`src/rtl/div_pkg.sv`:
```
// rtl/div_pkg.sv - shared op/state encodings and widths for the radix-2 divider
package div_pkg;

  localparam int DIV_XLEN  = 32;
  localparam int DIV_CNT_W = $clog2(DIV_XLEN);

  typedef enum logic [1:0] {
    DIV_OP_DIV  = 2'b00,
    DIV_OP_DIVU = 2'b01,
    DIV_OP_REM  = 2'b10,
    DIV_OP_REMU = 2'b11
  } div_op_e;

  typedef enum logic [1:0] {
    IDLE  = 2'b00,
    CALC  = 2'b01,
    FIXUP = 2'b10,
    DONE  = 2'b11
  } div_state_e;

endpackage

```
`src/rtl/div_step.sv`:
```
// rtl/div_step.sv - one combinational restoring-division iteration
module div_step #(
  parameter int XLEN = 32
) (
  input  logic [XLEN-1:0] i_rem,
  input  logic [XLEN-1:0] i_quo,
  input  logic [XLEN-1:0] i_divisor,
  output logic [XLEN-1:0] o_rem,
  output logic [XLEN-1:0] o_quo
);

  logic [XLEN:0] w_rem_sh;
  logic [XLEN:0] w_trial;

  // The partial remainder is always below the divisor, so the shifted value
  // fits XLEN+1 bits and the trial's top bit is a reliable borrow flag.
  assign w_rem_sh = {i_rem, i_quo[XLEN-1]};
  assign w_trial  = w_rem_sh - {1'b0, i_divisor};
  assign o_rem    = w_trial[XLEN] ? w_rem_sh[XLEN-1:0] : w_trial[XLEN-1:0];
  assign o_quo    = {i_quo[XLEN-2:0], ~w_trial[XLEN]};

endmodule

```
`src/rtl/div_unit.sv`:
```
// rtl/div_unit.sv - multi-cycle RV32M DIV/DIVU/REM/REMU unit (option: DIV_EARLY_OUT_EN)
module div_unit
  import div_pkg::*;
#(
  parameter int XLEN = DIV_XLEN
) (
  input  logic            clk,
  input  logic            rst,
  input  logic            start_valid,
  output logic            start_ready,
  input  logic [1:0]      op,
  input  logic [XLEN-1:0] dividend,
  input  logic [XLEN-1:0] divisor,
  output logic            result_valid,
  input  logic            result_ready,
  output logic [XLEN-1:0] result,
  output logic            busy
);

  localparam int              CNT_W    = $clog2(XLEN);
  localparam logic [CNT_W-1:0] CNT_LAST = CNT_W'(XLEN - 1);
  localparam logic [XLEN-1:0]  MIN_NEG  = {1'b1, {(XLEN-1){1'b0}}};

  div_state_e      r_state;
  div_state_e      w_state_next;
  logic [CNT_W-1:0] r_cnt;
  logic [XLEN-1:0] r_rem;
  logic [XLEN-1:0] r_quo;
  logic [XLEN-1:0] r_divisor;
  logic [XLEN-1:0] r_dividend;
  logic [XLEN-1:0] r_result;
  logic            r_sel_rem;
  logic            r_q_neg;
  logic            r_r_neg;
  logic            r_div0;
  logic            r_ovf;

  logic            w_accept;
  logic            w_is_signed;
  logic            w_div0;
  logic            w_ovf;
  logic [XLEN-1:0] w_dividend_abs;
  logic [XLEN-1:0] w_divisor_abs;
  logic [XLEN-1:0] w_step_rem;
  logic [XLEN-1:0] w_step_quo;
  logic [XLEN-1:0] w_quo_fix;
  logic [XLEN-1:0] w_rem_fix;
  logic [XLEN-1:0] w_result_fix;

  assign w_accept    = start_valid && (r_state == IDLE);
  assign w_is_signed = ~op[0];
  assign w_div0      = (divisor == '0);
  assign w_ovf       = w_is_signed && (dividend == MIN_NEG) && (divisor == '1);

  // Magnitudes; -0x8000_0000 wraps back to itself, which is 2^31 read unsigned.
  assign w_dividend_abs = (w_is_signed && dividend[XLEN-1]) ? -dividend : dividend;
  assign w_divisor_abs  = (w_is_signed && divisor[XLEN-1])  ? -divisor  : divisor;

  assign result = r_result;

  div_step #(
    .XLEN(XLEN)
  ) u_step (
    .i_rem     (r_rem),
    .i_quo     (r_quo),
    .i_divisor (r_divisor),
    .o_rem     (w_step_rem),
    .o_quo     (w_step_quo)
  );

  // State register; reset abandons any in-flight operation.
  always_ff @(posedge clk) begin
    if (rst) begin
      r_state <= IDLE;
    end else begin
      r_state <= w_state_next;
    end
  end

  // Next-state and handshake outputs.
  always_comb begin
    w_state_next = r_state;
    start_ready  = 1'b0;
    busy         = 1'b1;
    result_valid = 1'b0;
    case (r_state)
      IDLE: begin
        start_ready = 1'b1;
        busy        = 1'b0;
        if (start_valid) begin
`ifdef DIV_EARLY_OUT_EN
          w_state_next = (w_div0 || w_ovf) ? FIXUP : CALC;
`else
          w_state_next = CALC;
`endif
        end
      end
      CALC: begin
        if (r_cnt == '0) begin
          w_state_next = FIXUP;
        end
      end
      FIXUP: begin
        w_state_next = DONE;
      end
      DONE: begin
        result_valid = 1'b1;
        if (result_ready) begin
          w_state_next = IDLE;
        end
      end
      default: begin
        w_state_next = IDLE;
      end
    endcase
  end

  // Sign correction, then the RISC-V special-case values take precedence.
  always_comb begin
    w_quo_fix = r_q_neg ? -r_quo : r_quo;
    w_rem_fix = r_r_neg ? -r_rem : r_rem;
    if (r_div0) begin
      w_quo_fix = '1;
      w_rem_fix = r_dividend;
    end else if (r_ovf) begin
      w_quo_fix = MIN_NEG;
      w_rem_fix = '0;
    end
    w_result_fix = r_sel_rem ? w_rem_fix : w_quo_fix;
  end

  // Operand capture, iteration datapath and result register.
  always_ff @(posedge clk) begin
    if (rst) begin
      r_cnt      <= '0;
      r_rem      <= '0;
      r_quo      <= '0;
      r_divisor  <= '0;
      r_dividend <= '0;
      r_result   <= '0;
      r_sel_rem  <= 1'b0;
      r_q_neg    <= 1'b0;
      r_r_neg    <= 1'b0;
      r_div0     <= 1'b0;
      r_ovf      <= 1'b0;
    end else begin
      case (r_state)
        IDLE: begin
          if (w_accept) begin
            r_cnt      <= CNT_LAST;
            r_rem      <= '0;
            r_quo      <= w_dividend_abs;
            r_divisor  <= w_divisor_abs;
            r_dividend <= dividend;
            r_sel_rem  <= op[1];
            r_q_neg    <= w_is_signed && (dividend[XLEN-1] ^ divisor[XLEN-1]);
            r_r_neg    <= w_is_signed && dividend[XLEN-1];
            r_div0     <= w_div0;
            r_ovf      <= w_ovf;
          end
        end
        CALC: begin
          r_rem <= w_step_rem;
          r_quo <= w_step_quo;
          r_cnt <= r_cnt - CNT_W'(1);
        end
        FIXUP: begin
          r_result <= w_result_fix;
        end
        default: begin
        end
      endcase
    end
  end

endmodule

```
`config.mk`:
```
export PLATFORM = sky130hd
export DESIGN_NAME = div_unit
export DESIGN_NICKNAME = d
export VERILOG_FILES = /design/src/rtl/div_pkg.sv /design/src/rtl/div_step.sv /design/src/rtl/div_unit.sv
export SDC_FILE = /design/constraint.sdc
export NUM_CORES = 1
export LEC_CHECK = 0
export BUFFER_PORTS_ARGS = -buffer_cell sky130_fd_sc_hd__buf_2
export CAP_MARGIN = 20
export CORE_MARGIN = 4
export CORE_UTILIZATION = 55
export CTS_CLUSTER_SIZE = 8
export DETAILED_ROUTE_END_ITERATION = 10
export GPL_TIMING_DRIVEN = 1
export HOLD_SLACK_MARGIN = 0.12
export PLACE_DENSITY = 0.85
export RECOVER_POWER = 50
export SLEW_MARGIN = 10
export SYNTH_ARGS = -nofsm -noshare
export SYNTH_HDL_FRONTEND = slang
export SYNTH_HIERARCHICAL = 1
export SYNTH_SLANG_ARGS = --single-unit
```
`constraint.sdc`:
```
create_clock -name clk -period 3.75 [get_ports clk]
set_input_delay 0.375 -clock clk [delete_from_list [all_inputs] [get_ports clk]]
set_output_delay 0.375 -clock clk [all_outputs]
set_load 0.005 [all_outputs]
```
==> Word-level counts from Yosys, hierarchy flattened <==
Cells that the tools add are included.
{ "classes": {"n_addsub": 6, "n_eq_ne": 9, "muxes": 23, "n_bitwise": 3, "reduce_logical": 13} }
{ "op_table": {"columns": ["cell", "n"], "rows": [
  ["2-to-1 mux 32 bit", 12],
  ["negation 32 bit", 4],
  ["one-hot mux 32 bit (2 select lines)", 2],
  ["equality test 32 bit, second input constant", 2],
  ["subtractor 33 x 32 -> 33 bit", 1],
  ["logical NOT 32 bit", 1],
  ["one-hot mux 5 bit (2 select lines)", 1],
  ["inequality test 2 bit, second input constant", 4],
  ["one-hot mux 2 bit (4 select lines)", 1],
  ["logical AND 1 bit", 6],
  ["2-to-1 mux 2 bit", 3],
  ["logical NOT 5 bit", 1],
  ["2-to-1 mux 5 bit", 1],
  ["subtractor 5 x 1 -> 5 bit, second input constant", 1],
  ["equality test 2 bit, second input constant", 2],
  ["AND reduction 2 bit", 2],
  ["2-to-1 mux 1 bit", 3],
  ["AND reduction 3 bit", 1],
  ["equality test 2 x 1 -> 1 bit, second input constant", 1],
  ["logical NOT 2 bit", 1],
  ["inverter 1 bit", 2],
  ["nonzero test 2 bit", 1],
  ["bitwise XOR 1 bit", 1]
]} }
{ "word_totals": {"register_bits": 172, "inputBits": 70, "output_inout_bits": 35, "wordCells": 66} }

==> Logic depth before layout (Yosys ltp) <==
{ "depth": {"ltp_word": 5, "ltp_mapped": 16, "mapped_depth_nobuf": 15} }

==> Modules after synthesis <==
The synthesis kept the hierarchy.
{ "by_module_without_submodules": {"columns": ["mod", "instances", "cells_each", "area_per_inst_um2", "seq_area_each_um2"], "rows": [
  ["div_unit", 1, 1234, 9615.5, 3443.3],
  ["div_step", 1, 342, 2488.6, 0.0]
]} }

==> Least setup slack after synthesis <==
OpenSTA, ideal clock, no wires.
{ "synth_timing": {"kind": "register to register", "start": "register r_quo[31]", "end": "register r_rem[13]", "setup_time_ns": 0.128, "t_arrival_ns": 3.100, "required_time_ns": 3.622, "path_slack_ns": 0.522, "stages_incl_launch_ff": 17, "n_path_buf": 1, "period_less_slack_ns": 3.228, "cell_sequence": "dfxtp_1 inv_1 ha_1 fa_1 and2b_1 o2111ai_1 a21oi_2 o2111ai_1 a211oi_2 nor2_2 mux2i_1 and2_4 inv_2 buf_6 mux2_4 a22oi_1 nor2_1"} }
{ "synth_via": {"elab_chain_cells": 3} }
{ "synth_lines": {"columns": ["item", "line_no", "rtl"], "rows": [
  ["start, declared", "div_unit.sv:28", "logic [XLEN-1:0] r_quo;"],
  ["start signal, assigned", "div_unit.sv:152", "r_quo <= w_dividend_abs;"],
  ["start signal, assigned", "div_unit.sv:164", "r_quo <= w_step_quo;"],
  ["subtractor 33 x 32 -> 33 bit", "div_step.sv:18", "assign w_trial = w_rem_sh - {1'b0, i_divisor};"],
  ["2-to-1 mux 32 bit", "div_step.sv:19", "assign o_rem = w_trial[XLEN] ? w_rem_sh[XLEN-1:0] : w_trial[XLEN-1:0];"],
  ["net w_step_rem[13]", "div_unit.sv:44", "logic [XLEN-1:0] w_step_rem;"],
  ["one-hot mux 32 bit (2 select lines)", "div_unit.sv:147", "case (r_state)"],
  ["end signal, assigned", "div_unit.sv:163", "r_rem <= w_step_rem;"],
  ["end, declared", "div_unit.sv:27", "logic [XLEN-1:0] r_rem;"]
]} }
The timed path passes the listed nets, and every way through them passes these cells.
A chain may end at the register's enable or synchronous reset.

==> Worst setup path in the final report <==
{ "layout_timing": {"start": "register r_quo[31]", "end": "register r_rem[4]"} }
The elaborated chain is that of the path after synthesis.

==> key figures <==
Clocking
  • CTS Buf Count: 17
  • Root Driver: clkbuf_16
  • H-tree depth: 4
  • Worst-Skew Late Latency: about 0.45 ns
  • CTS clk-pin slew, worst paths: 0.07 ns
  • TritonCTS Sinks: 172
  • CTS tree: built
  • Clock tree buffer depth: 2
  • Post-CTS Hold Buffers: 0

Critical path
  • Startpoint types: flop
  • Cell mode on critical path: o2111ai_1
  • Worst setup EP type: flop
  • Worst path required time: just over 4 ns
  • Origin of the critical flop-to-flop path: r_quo[31]
  • Slowest CP cell: fa_1
  • Worst R2R Setup Slack: 0.19 ns
  • R2r endpoint: r_rem[4]
  • CP peak stage delay: 0.41 ns
  • CP cell instances: inv_1, ha_1, fa_1, and2b_1, o2111ai_1, a21oi_2, o2111ai_1, a211oi_2, nor2_2, mux2i_1, and2_4, inv_6, mux2_1, a22oi_1, nor2_1
  • Crit Path Class: reg -> reg
  • Reg2Reg Depth: 15
  • Worst EP arrival: about 3.9 ns
  • Critical path peak fanout: 22

Run
  • Max-cap violations: 0

Global routing
  • First-pass GRT wire length: roughly 59 mm
  • Antenna violations before repair: 0
  • Vias in the first global route: approximately 11,000
  • GRT Total Usage: 0.292
  • Largest net degree at the start of global routing: 50
  • Grt ovf: 0

Detailed routing
  • Detailed-route via count: 12,200
  • Vias per Instance: approximately 6.4
  • Routed Antenna Nets: 0
  • DRT iter0 DRCs: 1,549
  • WL final: around 36 mm
  • Post-route DRC: 0
  • Drt wl/cell: 19.1 um
  • First-pass DRT Iterations: 6

Logic synthesis
  • Number of synthesized flops with an enable pin: 0
  • Synthesized flop and latch total: 172
  • Mapped Nets: 1,690
  • Register area share after synthesis: 0.284
  • Cell Area, Synth: between 10,000 and 15,000 um^2
  • Yosys cell types: 79
  • Mean post-synth cell area: 7.68 um^2
  • Asr flop ratio synth: 0
  • Mapped Cells: 1,576
  • YS warnings: 6
  • Ys flop type: dfxtp_1

Die
  • Die footprint: approximately 24,000 um^2
  • Core Area: 21,800 um^2
  • Initial Util: 0.556
  • Die Y: 156 um
  • Chip width: 156 um
  • I/O pin cnt: between 100 and 150
  • Row count: 54

Placed design
  • Port Buf Inserts: 104
  • DP Area: 12,600 um^2
  • Dpl hpwl: 26.7 mm
  • GPL Wtd Cong: 0.966

Min path
  • Number of cells on the worst hold path: 3
  • Hold endpoint: r_sel_rem
  • Hold_sp: op[1]
  • Worst min-delay path class: in -> reg

Power
  • Power per cell area: 659 nW/um^2
  • Leak: 0.00509 uW
  • Total Power: 8650 uW
  • Worst vdd ir: 0.000606 V

Finish
  • Antenna diode count: 0
  • Fill cell count: 1,968
  • Design area: around 13,000 um^2
  • Fin nets: 1,715
  • Layout cell share with drive strength beyond 1: 0.118
  • Area grow syn2layout: 8.54%
  • Fin util: 0.604

Timing
  • RSZ-0062 raised after global routing: false
  • Setup total negative slack: 0 ns
  • Final hold violations: 0
  • Final setup skew: 0.0120 ns
  • Final Slew Violations: 0
  • Slew Limit Headroom: 0.0357
  • Worst hold slack: 0.164 ns
  • Setup violations, final: 0
  • Max Fclk: around 0.28 GHz
  • Fin crit period: 3.56 ns
  • Slew @ Worst Pin: between 1 and 1.5 ns
  • Crit share post-route: 0.948

Status
  • Outcome: completed
## worst max path at each step
| stage | start | to | slack, ns | depth (start not counted) |
|---|---|---|---|---|
| 6_report | r_quo[31] | r_rem[4] | 0.19 | 15 |
| 3_3_place_gp | r_quo[31] | r_rem[4] | 0.09 | 15 |
| 2_1_floorplan | r_quo[31] | r_rem[13] | 0.52 | 16 |
| 4_1_cts | r_quo[31] | r_rem[4] | 0.16 | 15 |
| 3_5_place_dp | r_quo[31] | r_rem[4] | -0.005 | 15 |
| 5_1_grt | r_quo[31] | r_rem[4] | 0.01 | 15 |
## state kept, by name, indices dropped and copies added (netlist names)
| signal | cells |
|---|---|
| r_divisor | 32 |
| r_state | 2 |
| r_ovf | 1 |
| result | 32 |
| r_quo | 32 |
| r_dividend | 32 |
| r_r_neg | 1 |
| r_sel_rem | 1 |
| r_q_neg | 1 |
| r_div0 | 1 |
| r_rem | 32 |
| r_cnt | 5 |
## where the power goes
group	total, uW	leakage (uW)	internal, uW	switching [uW]
clock	1740	0.000283	920	821
sequential	2790	0.00141	2310	478
combinational	4120	0.00340	1490	2640
## routing by layer
layer,vias up,wire (um),GRT usage
li1,5740,-,-
met1,5759,15300,0.398
met2,584,16700,0.464
met3,86,3080,0.0495
met4,0,1150,0.116
met5,-,0,0
## worst max-delay path, delay by kind of cell, from the launching register on
kind	cells	cell delay [ns]
flops	1	0.34
compound gates	5	1.06
buf+inv	2	0.30
fa+ha+maj	2	0.63
simple gates	4	0.57
mux	2	0.51
## cell type report
| type | count | area (um^2) | area share |
|---|---|---|---|
| tap | 280 | 350 | 0.0267 |
| clock inverter | 12 | 100 | 0.00762 |
| timing repair buffer | 139 | 733 | 0.0558 |
| clock buffer | 20 | 467 | 0.0355 |
| multi-input combinational | 1208 | 7800 | 0.594 |
| inverter | 63 | 241 | 0.0184 |
| sequential | 172 | 3440 | 0.262 |
## synth_stat cells (4+ instances only)
cell type | number | area [um^2]
dfxtp_1 | 172 | 3440
nand2_1 | 172 | 646
nor2_1 | 141 | 529
a21oi_1 | 125 | 626
xnor2_1 | 92 | 806
clkbuf_1 | 90 | 338
o21ai_0 | 72 | 360
inv_1 | 60 | 225
a211oi_1 | 48 | 360
xor2_1 | 45 | 394
ha_1 | 43 | 538
nand3_1 | 38 | 190
a22oi_1 | 37 | 278
o31ai_1 | 34 | 255
nor3_1 | 32 | 160
buf_4 | 31 | 233
nor4_1 | 24 | 150
a31oi_1 | 21 | 131
nand4_1 | 20 | 125
mux2_4 | 19 | 285
o41ai_1 | 19 | 166
a21o_1 | 18 | 135
or3_1 | 17 | 106
a221oi_1 | 16 | 140
and3_1 | 14 | 87.6
o21ai_1 | 13 | 65.1
mux2i_1 | 10 | 100
nand2b_1 | 10 | 62.6
nor2b_1 | 10 | 62.6
a311oi_1 | 8 | 70.1
buf_1 | 8 | 30.0
nand3b_1 | 8 | 60.1
o21a_1 | 8 | 60.1
o22ai_1 | 7 | 43.8
and2_1 | 6 | 37.5
or4_1 | 6 | 45.0
nand4b_1 | 5 | 43.8
a41oi_1 | 4 | 35.0
nor3b_1 | 4 | 30.0
o2111ai_1 | 4 | 35.0
o221a_2 | 4 | 45.0
## metrics by stage
step	instances	worst slack (ns)
2_1_floorplan	1576	0.522
3_3_place_gp	1861	0.0882
3_5_place_dp	1861	-0.00525
4_1_cts	1893	0.162
5_1_grt	1894	0.0129
6_report	1894	0.193
## cells in the final DEF, fill, tap and decap left out, types with 18 or more instances in the layout
master and instances:
nor3_1 31, a21o_1 18, nand4_1 20, a21oi_1 125
ha_1 42, mux2_4 19, nor2_1 141, inv_1 60
clkbuf_1 28, xor2_1 45, nand2_1 172, o21ai_0 71
xnor2_1 92, a211oi_1 48, buf_2 80, buf_4 29
nor4_1 24, nand3_1 38, o31ai_1 34, a31oi_1 21
o41ai_1 19, a22oi_1 37, dfxtp_1 172
## kinds of logic after synthesis
group                      Yosys count  synth area share
AOI/OAI and AO/OA                  469             0.256
xor gates and xnor gates           137            0.0991
adders and majority gates           44            0.0461
buffers and inverters              196            0.0718
DFF                                172             0.284
muxes                               31            0.0337
and+or+nand+nor                    527             0.208
## what timing repair did
action,CTS,global route
pin swaps,0,0
setup endpoints to repair,9,6
resized for setup,1,1
setup buffers,0,0
No activity file was read; power rests on OpenSTA's default activity.
